--- src/rtl/flopen_write_arbiter_if.sv ---
// Write-request bundle between four requesters and the shared-register arbiter.
// The arbiter takes the slave side.
interface flopen_write_arbiter_if #(
    parameter int WIDTH = 32
);
    logic [3:0]       req;
    logic [WIDTH-1:0] d0;
    logic [WIDTH-1:0] d1;
    logic [WIDTH-1:0] d2;
    logic [WIDTH-1:0] d3;
    logic [3:0]       grant;
    logic             E;
    logic [WIDTH-1:0] D;
    logic [3:0]       ack;
    logic             busy;
    logic [7:0]       wr_count;

    modport master (
        output req, d0, d1, d2, d3,
        input  grant, E, D, ack, busy, wr_count
    );

    modport slave (
        input  req, d0, d1, d2, d3,
        output grant, E, D, ack, busy, wr_count
    );
endinterface

--- src/rtl/flopen_write_arbiter.sv ---
// Round-robin arbiter: one 3-cycle write transaction at a time
// into a shared enabled register.
module flopen_write_arbiter #(
    parameter int WIDTH = 32
) (
    input  logic                 clk,
    input  logic                 reset,
    flopen_write_arbiter_if.slave bus
);
    typedef enum logic [1:0] {
        S_IDLE,
        S_WRITE,
        S_ACK
    } state_t;

    state_t     r_state;
    state_t     w_next;
    logic [3:0] r_grant;
    logic [3:0] w_grant_next;
    logic [1:0] r_ptr;
    logic [1:0] w_ptr_next;
    logic       r_busy;
    logic [7:0] r_wr_count;

    logic [1:0]       w_win;
    logic             w_any;
    logic [1:0]       w_own;
    logic [WIDTH-1:0] w_wdata;
    logic             w_e;

    // Scan from farthest to nearest so the index closest to ptr wins.
    always_comb begin
        logic [1:0] w_idx;
        w_win = r_ptr;
        w_any = 1'b0;
        w_idx = r_ptr;
        for (int k = 3; k >= 0; k--) begin
            w_idx = r_ptr + 2'(k);
            if (bus.req[w_idx]) begin
                w_win = w_idx;
                w_any = 1'b1;
            end
        end
    end

    always_comb begin
        w_own = 2'd0;
        case (1'b1)
            r_grant[1]: w_own = 2'd1;
            r_grant[2]: w_own = 2'd2;
            r_grant[3]: w_own = 2'd3;
            default:    w_own = 2'd0;
        endcase
    end

    always_comb begin
        w_wdata = bus.d0;
        case (w_own)
            2'd1:    w_wdata = bus.d1;
            2'd2:    w_wdata = bus.d2;
            2'd3:    w_wdata = bus.d3;
            default: w_wdata = bus.d0;
        endcase
    end

    always_comb begin
        w_next       = r_state;
        w_grant_next = r_grant;
        w_ptr_next   = r_ptr;
        case (r_state)
            S_IDLE: begin
                if (w_any) begin
                    w_next       = S_WRITE;
                    w_grant_next = 4'b0001 << w_win;
                    w_ptr_next   = w_win + 2'd1;
                end
            end
            S_WRITE: w_next = S_ACK;
            S_ACK: begin
                w_next       = S_IDLE;
                w_grant_next = 4'b0000;
            end
            default: begin
                w_next       = S_IDLE;
                w_grant_next = 4'b0000;
            end
        endcase
    end

    always_ff @(posedge clk) begin
        if (!reset) begin
            r_state    <= S_IDLE;
            r_grant    <= 4'b0000;
            r_ptr      <= 2'd0;
            r_busy     <= 1'b0;
            r_wr_count <= 8'd0;
        end else begin
            r_state <= w_next;
            r_grant <= w_grant_next;
            r_ptr   <= w_ptr_next;
            r_busy  <= (w_next != S_IDLE);
            if (r_state == S_ACK) begin
                r_wr_count <= r_wr_count + 8'd1;
            end
        end
    end

    // Enable is masked by reset so a reset cycle never writes the register.
    assign w_e          = (r_state == S_WRITE) && reset;
    assign bus.E        = w_e;
    assign bus.D        = w_e ? w_wdata : '0;
    assign bus.ack      = (r_state == S_ACK) ? r_grant : 4'b0000;
    assign bus.grant    = r_grant;
    assign bus.busy     = r_busy;
    assign bus.wr_count = r_wr_count;
endmodule

--- src/flat_wrapper.sv ---
// flat-port wrapper written by rule: the top's interface ports become plain ports
module flopen_write_arbiter_flat 
#(
    parameter int WIDTH = 32
)
  (clk, reset, bus_req, bus_d0, bus_d1, bus_d2, bus_d3, bus_grant, bus_E, bus_D, bus_ack, bus_busy, bus_wr_count);
  flopen_write_arbiter_if #(.WIDTH(WIDTH)) bus_i ();
  input  logic clk;
  input  logic reset;
  input wire logic [$bits(bus_i.req)-1:0] bus_req;
  input wire logic [$bits(bus_i.d0)-1:0] bus_d0;
  input wire logic [$bits(bus_i.d1)-1:0] bus_d1;
  input wire logic [$bits(bus_i.d2)-1:0] bus_d2;
  input wire logic [$bits(bus_i.d3)-1:0] bus_d3;
  output wire logic [$bits(bus_i.grant)-1:0] bus_grant;
  output wire logic [$bits(bus_i.E)-1:0] bus_E;
  output wire logic [$bits(bus_i.D)-1:0] bus_D;
  output wire logic [$bits(bus_i.ack)-1:0] bus_ack;
  output wire logic [$bits(bus_i.busy)-1:0] bus_busy;
  output wire logic [$bits(bus_i.wr_count)-1:0] bus_wr_count;
  assign bus_i.req = bus_req;
  assign bus_i.d0 = bus_d0;
  assign bus_i.d1 = bus_d1;
  assign bus_i.d2 = bus_d2;
  assign bus_i.d3 = bus_d3;
  assign bus_grant = bus_i.grant;
  assign bus_E = bus_i.E;
  assign bus_D = bus_i.D;
  assign bus_ack = bus_i.ack;
  assign bus_busy = bus_i.busy;
  assign bus_wr_count = bus_i.wr_count;
  flopen_write_arbiter #(.WIDTH(WIDTH)) u_core (.clk(clk), .reset(reset), .bus(bus_i));
endmodule
--- config.mk ---
export PLATFORM = sky130hd
export DESIGN_NAME = flopen_write_arbiter_flat
export DESIGN_NICKNAME = d
export VERILOG_FILES = /design/src/rtl/flopen_write_arbiter_if.sv /design/src/rtl/flopen_write_arbiter.sv /design/src/flat_wrapper.sv
export SDC_FILE = /design/constraint.sdc
export NUM_CORES = 1
export LEC_CHECK = 0
export CAP_MARGIN = 40
export CORE_MARGIN = 5
export CORE_UTILIZATION = 31
export CTS_BUF_LIST = sky130_fd_sc_hd__clkbuf_8
export DETAILED_ROUTE_END_ITERATION = 12
export HOLD_SLACK_MARGIN = 0.02
export PLACE_DENSITY_LB_ADDON = 0.05
export SLEW_MARGIN = 20
export SYNTH_ARGS = -nofsm -noshare
export SYNTH_HDL_FRONTEND = slang
export SYNTH_SLANG_ARGS = --single-unit
--- constraint.sdc ---
create_clock -name clk -period 4.9 [get_ports clk]
set_clock_uncertainty 0.1 [all_clocks]
set_input_delay 0.49 -clock clk [delete_from_list [all_inputs] [get_ports clk]]
set_output_delay 0.49 -clock clk [all_outputs]
set_load 0.01 [all_outputs]
==> impl_metrics.yaml, run 1 <==
floorplanning:
  row_count: 28
  start_util: 0.315
  ios: 184
  dieHeight_um: 87.4
  core_mm2: 0.00589
  die_x_um: 87.4
  dieArea_mm2: 0.00763
finish:
  final_layout_size_suffix_gt1_frac: 0.115
  fillers: 531
  final_common_cell: "clkdlybuf4s50_1"
  nets: 523
  final-instance-count-excl-fill: 458
  final_cell_mix: "clkdlybuf4s50_1, a21oi_1, o22ai_1, o221ai_2, dfxtp_1"
  antenna_cells: 0
  final_cell_area_mm2: 0.00370
  area_delta_synth_final_pct: 99.6
global_route:
  grt_pass1_vias: 2473
  grt_use_total: 0.240
  grt_pass1_wl_mm: 14.2
  grt_overflow: 0
  grt_max_degree: 36
  grt_antenna_before_repair: 0
synth:
  syn_inst: 215
  syn-num-nets: 354
  synth_top_area_frac: 0.243
  synth_enable_flop_cells: 0
  synthFlopType: "dfxtp_1"
  ys_ff_latch: 17
  synth_warnings: 0
  ys_seq_area_frac: 0.183
  ys_async_sr_fraction: 0
  ys_types: 33
  synth.area.top_cells: "o221ai_2, dfxtp_1, o22ai_1"
  netlist_area_mm2: 0.00186
  avgSynthCellArea_um2: 8.63
  synth_area_leader_cell: "o221ai_2"
drt:
  drt_iter0_drc: 122
  drtAntennaViolNets: 0
  drt_pass1_iterations: 4
  via_count: 2483
  via_per_inst: 5.42
  wl_per_cell_um: 20.4
  drt_wl_total_mm: 9.34
  drcViolationCount: 0
power:
  powerDensity_mw_per_mm2: 168
  ir_worst_vdd_mv: 0.246
  p_leak_uw: 0.00126
timing:
  worstMarginPinSlew_ps: 758
  finalSetupViolCount: 0
  post-route-min-period_ps: 3640
  fin_crit_sh: 0.743
  timing.fmax_ghz: 0.275
  slew_headroom: 0.494
  finalSetupTns_ps: 0
  hold_viol: 0
  rsz0062_at_grt: "false"
  slew_violations: 0
worst_setup_path:
  cp-end-kind: "primary output"
  cp-start-kind: "input port"
  critPathMaxStageDelay_ps: 640
  worst-path-buf-inv: 2
  worst-setup-path-type: "input port to primary output"
  critPathTopFamily: "buffers and inverters"
  r2r_start: "u_core.r_ptr[1]"
  required_ps: 4310
  reg2reg_slack_ps: 3160
  arrival_ps: 3050
  path_cells: "clkdlybuf4s50_1, nand2b_1, nor2_8, o221ai_2, a21oi_1, clkdlybuf4s50_1"
  crit_fanout: 33
  regToRegEndpoint: "u_core.r_ptr[1]"
  cp_common_cell: "clkdlybuf4s50_1"
  critical_path.slowest_cell: "clkdlybuf4s50_1"
  rr_worst_depth: 7
clock_tree:
  numCtsBuffers: 3
  clk_pin_slew_ps: 60
  holdBufCountCts: 0
  numClockSinks: 17
  post_cts_buffers: 0
  insertion_delay_ps: 250
  htree_levels: 1
  cts_tree: "built"
  post_cts_resized: 0
  root_buffer: "clkbuf_8"
  ctsLongestPathBuffers: 2
min_path:
  hold_path_class: "flop to flop"
  hold_depth: 2
  holdPathEnd: "u_core.bus.grant[0]"
  hp-start: "u_core.bus.grant[0]"
placement:
  routabilityCongestion: 0.863
  numPortBuffers: 183
  placed_area_mm2: 0.00366
  place_inst: 454
  dp_hpwl_mm: 7.35
run:
  cap_viol_max_count: 0
run_status:
  status: "finished clean"
==> routing by layer <==
metal / GRT usage / part of all wire / vias to the layer above
met5: 0 / 0 / -
met4: 0.0558 / 0.020 / 0
met3: 0.0539 / 0.080 / 15
met2: 0.433 / 0.51 / 99
met1: 0.287 / 0.39 / 1171
li1: - / - / 1198
==> cell families after synthesis <==
group	share of synthesized area
AOI/OAI and AO/OA	0.508
and+or+nand+nor	0.136
buffers and inverters	0.0944
DFF	0.183
xor gates and xnor gates	0.0330
adders and majority gates	0.0337
muxes	0.0108
==> cells in the mapped netlist (3+ instances only) <==
cell type and count:
nand2_1 7, dfxtp_1 17, xnor2_1 6, inv_1 4, nand2b_1 3, o221ai_2 30, nor2b_1 3, a21oi_1 39
o22ai_1 34, and2_1 10, buf_6 7, nand4_1 4, clkbuf_1 7, ha_1 5, buf_2 8, o21ai_0 6
nor2_1 4
==> worst max-delay path by stage <==
stage	slack (ps)	from	to	depth (start not counted)
after global placement	1250	reset	bus_D[7]	6
after global routing	1030	reset	bus_D[7]	6
after detailed placement	1240	reset	bus_D[7]	6
after CTS	1220	reset	bus_D[7]	6
after floorplan	3010	reset	bus_D[22]	6
final	1260	reset	bus_D[6]	6
==> report_power, final <==
part | leakage (µW) | switching [µW] | internal (µW)
logic | 0.00109 | 170 | 188
clock network | 0.0000269 | 45.8 | 55.6
registers | 0.000139 | 13.6 | 148
total | 0.00126 | 229 | 392
==> stage by stage <==
step	utilization	hold slack, ps	setup WS, ps	power [µW]
2_1_floorplan	-	406	3010	345
3_3_place_gp	0.622	392	1250	519
3_5_place_dp	0.622	390	1240	523
4_1_cts	0.629	409	1220	628
5_1_grt	0.629	455	1030	662
6_report	0.629	407	1260	621
==> state kept, by name, indices dropped and copies added (netlist names) <==
name and flops:
u_core.bus.busy 1, u_core.r_state 2, u_core.bus.wr_count 8, u_core.r_ptr 2, u_core.bus.grant 4
==> worst min-delay path, delay by kind of cell, from the launching register on <==
kind | cells | cell delay (ps)
compound gates | 2 | 140
flops | 1 | 320
==> area by class of cell <==
type	instances	area, µm²	area share
inverter	6	22.5	0.00608
timing repair buffer	187	1860	0.503
multi-input combinational	169	1340	0.362
clock inverter	1	3.75	0.00101
clock buffer	3	41.3	0.0111
sequential	17	340	0.0919
tap	75	93.8	0.0253
Note: power is estimated with default switching activity, not from simulation.
==> run 2, diff against run 1 <==
--- a/config.mk
+++ b/config.mk
@@ -7,7 +7,7 @@
 export LEC_CHECK = 0
 export CAP_MARGIN = 40
 export CORE_MARGIN = 5
-export CORE_UTILIZATION = 31
+export CORE_UTILIZATION = 28
 export CTS_BUF_LIST = sky130_fd_sc_hd__clkbuf_8
 export DETAILED_ROUTE_END_ITERATION = 12
 export HOLD_SLACK_MARGIN = 0.02
==> constraint.sdc (replaced) <==
create_clock -name clk -period 3.2 [get_ports clk]
set_clock_uncertainty 0.1 [all_clocks]
set_input_delay 0.32 -clock clk [delete_from_list [all_inputs] [get_ports clk]]
set_output_delay 0.32 -clock clk [all_outputs]
set_load 0.01 [all_outputs]
==> run 2 against run 1 <==
- core utilization fell by 3.7 points
- register-to-register slack got worse by 1700 ps
- clock power rose by 56%
- sequential power rose by 52%
- flip-flop and latch count did not move
- final area rose by 2.2%
- critical endpoint is now bus_D[4]
- combinational power rose by 58%
- first-iteration DRC count fell by 57%
- count of clock-buffer cells in the layout did not move
==> impl_metrics.yaml, run 2 (synthesis gave the netlist of run 1 again) <==
worst_setup_path:
  arrival_ps: 2300
  startpoint: "reset"
  cp-start-kind: "input port"
  worst-setup-path-type: "input port to primary output"
  r2r_start: "u_core.r_ptr[1]"
  cp-end-kind: "primary output"
  crit_fanout: 15
  required_ps: 2780
drt:
  drcViolationCount: 0
  drtAntennaViolNets: 0
  via_count: 2411
  wl_per_cell_um: 19.0
  via_per_inst: 5.18
  drt_wl_total_mm: 8.86
  drt_pass1_iterations: 4
  drt_iter0_drc: 52
clock_tree:
  post_cts_resized: 0
  holdBufCountCts: 0
  post_cts_buffers: 0
  insertion_delay_ps: 250
  ctsLongestPathBuffers: 2
  numCtsBuffers: 3
  htree_levels: 1
  numClockSinks: 17
  root_buffer: "clkbuf_8"
  cts_tree: "built"
  clk_pin_slew_ps: 70
floorplanning:
  start_util: 0.291
  dieArea_mm2: 0.00835
  ios: 184
  row_count: 29
  core_mm2: 0.00639
  dieHeight_um: 91.4
  die_x_um: 91.4
global_route:
  grt_antenna_before_repair: 0
  use_met2: 0.337
  grt_use_total: 0.196
  grt_pass1_vias: 2233
  top_usage_layer: "met2"
  grtUsageMet3: 0.0355
  grt_pass1_wl_mm: 13.5
  grt_max_degree: 65
  grt_overflow: 0
  use_met1: 0.256
timing:
  layout_setup_ws_ps: 477
  worstMarginPinSlew_ps: 491
  slew_headroom: 0.671
  finalSetupTns_ps: 0
  rsz0062_at_grt: "false"
  finalSetupViolCount: 0
  slew_violations: 0
  hold_viol: 0
  fin_crit_sh: 0.851
  post-route-min-period_ps: 2720
  timing.fmax_ghz: 0.367
power:
  ir_worst_vdd_mv: 0.382
  p_leak_uw: 0.00129
  total_power_uw: 971
  powerDensity_mw_per_mm2: 257
placement:
  numPortBuffers: 183
  pre_cts_ws_ps: 455
  routabilityCongestion: 0.819
  dp_hpwl_mm: 7.26
finish:
  antenna_cells: 0
  nets: 528
  largest_reg_flops: 8
  fillers: 584
  final_common_cell: "clkdlybuf4s50_1"
  final_cell_mix: "clkdlybuf4s50_1, a21oi_1, o22ai_1, o221ai_2, dfxtp_1"
  final_layout_size_suffix_gt1_frac: 0.131
  area_delta_synth_final_pct: 104
  final_util: 0.592
run_status:
  status: "finished clean"
min_path:
  hold_path_class: "flop to flop"
  hp-start: "u_core.bus.grant[0]"
run:
  cap_viol_max_count: 0
[run 2: cell count changes in the layout (fill, tap and decap cells not counted)]
cell      delta
buf_12       +3
buf_4        +2
clkinv_2     +1
inv_1        -1
or3_1        -1
or3_2        +1
[run 2: power breakdown]
part	switching (µW)	leakage (µW)	internal, µW	total, µW
Sequential	18.9	0.000139	227	246
Combinational	258	0.00113	309	567
Clock	71.4	0.0000255	86.3	158
[run 2: through the flow]
stage	area (µm²)	std cells	hold slack [ps]
6_report	3780	465	408
3_3_place_gp	3720	460	382
3_5_place_dp	3740	461	387
5_1_grt	3780	465	434
2_1_floorplan	1860	215	397
4_1_cts	3780	465	409
[run 2: critical path, stage by stage]
cell and delay (ps):
clkdlybuf4s50_1 480, nand2b_1 150, nor2_8 320, buf_4 240, o221ai_2 90, a21oi_1 130, clkdlybuf4s50_1 550
[run 2: per-layer routing]
layer,share of wire,vias up
met4,0.016,0
met3,0.053,10
met1,0.43,1100
li1,-,1207
met5,0,-
met2,0.50,94
[run 2: layout make-up]
class	count	area [µm²]	area share
well taps	77	96.3	0.0255
repair buffers	192	1940	0.512
flip-flops and latches	17	340	0.0899
multi-input cells	169	1340	0.354
clock inverters	1	5.00	0.00132
inverters	6	22.5	0.00595
clock buffers	3	41.3	0.0109
[run 2: path summary, 6_finish.rpt]
path                         end  slack [ps]  cells after the start
max                     bus_D[4]         480                      7
min          u_core.bus.grant[0]         410                      2
max reg2reg      u_core.r_ptr[1]        1500                      7
min reg2reg  u_core.bus.grant[0]         410                      2
==> run 3, diff against run 2 <==
--- a/config.mk
+++ b/config.mk
@@ -6,12 +6,13 @@
 export NUM_CORES = 1
 export LEC_CHECK = 0
 export CAP_MARGIN = 40
+export CORE_ASPECT_RATIO = 2
 export CORE_MARGIN = 5
 export CORE_UTILIZATION = 28
 export CTS_BUF_LIST = sky130_fd_sc_hd__clkbuf_8
 export DETAILED_ROUTE_END_ITERATION = 12
 export HOLD_SLACK_MARGIN = 0.02
-export PLACE_DENSITY_LB_ADDON = 0.05
+export PLACE_DENSITY = 0.8
 export SLEW_MARGIN = 20
 export SYNTH_ARGS = -nofsm -noshare
 export SYNTH_HDL_FRONTEND = slang
==> run 3 against run 2 <==
- sequential share of layout area about the same
- hold slack improved by 22 ps
- die area increased by 1.2%
- register-to-register slack got worse by 60 ps
- maximum frequency rose by 0.38%
- non-clock buffer count fell by 2
- largest cell class unchanged
- global-route usage fell by 0.74 points
- critical path depth decreased by 2
==> impl_metrics.yaml, run 3 (synthesis gave the netlist of run 1 again) <==
floorplanning:
  dieArea_mm2: 0.00845
  die_x_um: 67.6
  dieHeight_um: 125
  start_util: 0.282
  ios: 184
  core_mm2: 0.00657
  row_count: 42
timing:
  hold_viol: 0
  finalSetupViolCount: 0
  rsz0062_at_grt: "false"
  worstMarginPinSlew_ps: 503
  slew_headroom: 0.663
  finalSetupTns_ps: 0
  fin_crit_sh: 0.848
  slew_violations: 0
  holdWs_ps: 430
  timing.fmax_ghz: 0.369
  post-route-min-period_ps: 2710
power:
  ir_worst_vdd_mv: 0.321
  p_leak_uw: 0.00128
  powerDensity_mw_per_mm2: 256
  total_power_uw: 972
drt:
  via_count: 2473
  via_per_inst: 5.22
  drt_wl_total_mm: 8.52
  drt_iter0_drc: 102
  drcViolationCount: 0
  drtAntennaViolNets: 0
  routed.top_layer: "met4"
  wl_met3_um: 965
  wl_met1_mm: 2.79
  wl_met2_mm: 4.32
  wl_per_cell_um: 18.0
  drt_pass1_iterations: 5
worst_setup_path:
  rr_worst_depth: 7
  worst-setup-path-type: "flop to primary output"
  required_ps: 2780
  cp-end-kind: "primary output"
  regToRegEndpoint: "u_core.r_ptr[1]"
  reg2reg_slack_ps: 1440
  r2r_start: "u_core.r_ptr[1]"
  crit_fanout: 18
  arrival_ps: 2290
  cp-start-kind: "flop"
placement:
  numPortBuffers: 183
  routabilityCongestion: 0.870
  placed_area_mm2: 0.00374
  dp_hpwl_mm: 6.96
clock_tree:
  post_cts_resized: 0
  insertion_delay_ps: 240
  clk_pin_slew_ps: 60
  holdBufCountCts: 0
  cts_tree: "built"
  post_cts_buffers: 0
  htree_levels: 1
  numClockSinks: 17
  ctsLongestPathBuffers: 2
  numCtsBuffers: 3
  root_buffer: "clkbuf_8"
finish:
  final_cell_area_mm2: 0.00379
  final_common_cell: "clkdlybuf4s50_1"
  largest_reg_flops: 8
  antenna_cells: 0
  nets: 526
  area_delta_synth_final_pct: 104
  final_cell_mix: "clkdlybuf4s50_1, a21oi_1, o22ai_1, o221ai_2, dfxtp_1"
  final_layout_size_suffix_gt1_frac: 0.127
  fillers: 588
min_path:
  hp-start: "u_core.bus.grant[0]"
  hold_depth: 2
  holdPathEnd: "u_core.bus.grant[0]"
  hold_path_class: "flop to flop"
run:
  cap_viol_max_count: 0
global_route:
  grt_max_degree: 65
  grt_use_total: 0.189
  grt_pass1_wl_mm: 12.8
  grt_pass1_vias: 2604
  grt_antenna_before_repair: 0
  grt_overflow: 0
run_status:
  status: "finished clean"
run 3: worst max-delay path by stage:
stage	from	end	slack, ps	cells after the start
2_1_floorplan	u_core.bus.grant[1]	bus_D[10]	1580	5
3_3_place_gp	reset	bus_D[14]	440	7
3_5_place_dp	reset	bus_D[14]	460	7
4_1_cts	reset	bus_D[14]	450	7
5_1_grt	reset	bus_D[20]	370	7
6_report	u_core.bus.grant[1]	bus_D[8]	490	5
run 3: metal layers:
layer / GRT usage / vias up
li1: - / 1206
met2: 0.333 / 128
met3: 0.0601 / 30
met4: 0.0873 / 0
met5: 0 / -
met1: 0.192 / 1109
run 3: cell type report:
| type | count | area [µm²] | share of cell area |
|---|---|---|---|
| clock buffer | 3 | 41.3 | 0.0109 |
| clock inverter | 1 | 5.00 | 0.00132 |
| inverter | 6 | 22.5 | 0.00594 |
| multi-input combinational | 169 | 1340 | 0.354 |
| sequential | 17 | 340 | 0.0898 |
| tap | 88 | 110 | 0.0291 |
| timing repair buffer | 190 | 1930 | 0.509 |
run 3: through the flow:
| step | std cells | setup slack, ps | util |
|---|---|---|---|
| after floorplan | 215 | 1580 | - |
| after global placement | 469 | 437 | 0.566 |
| after detailed placement | 470 | 460 | 0.570 |
| after CTS | 474 | 453 | 0.577 |
| after global routing | 474 | 370 | 0.577 |
| final | 474 | 488 | 0.577 |
run 3: power breakdown:
part           leakage (µW)  switching (µW)  internal (µW)
Combinational       0.00112             257            310
Sequential         0.000139            21.3            227
Clock             0.0000255            69.6           86.1
Total               0.00128             348            624
run 3: critical path, stage by stage (launching register included):
cell and delay, ps:
dfxtp_1 350, or3_2 730, buf_16 260, o221ai_2 130
a21oi_1 50, clkdlybuf4s50_1 520
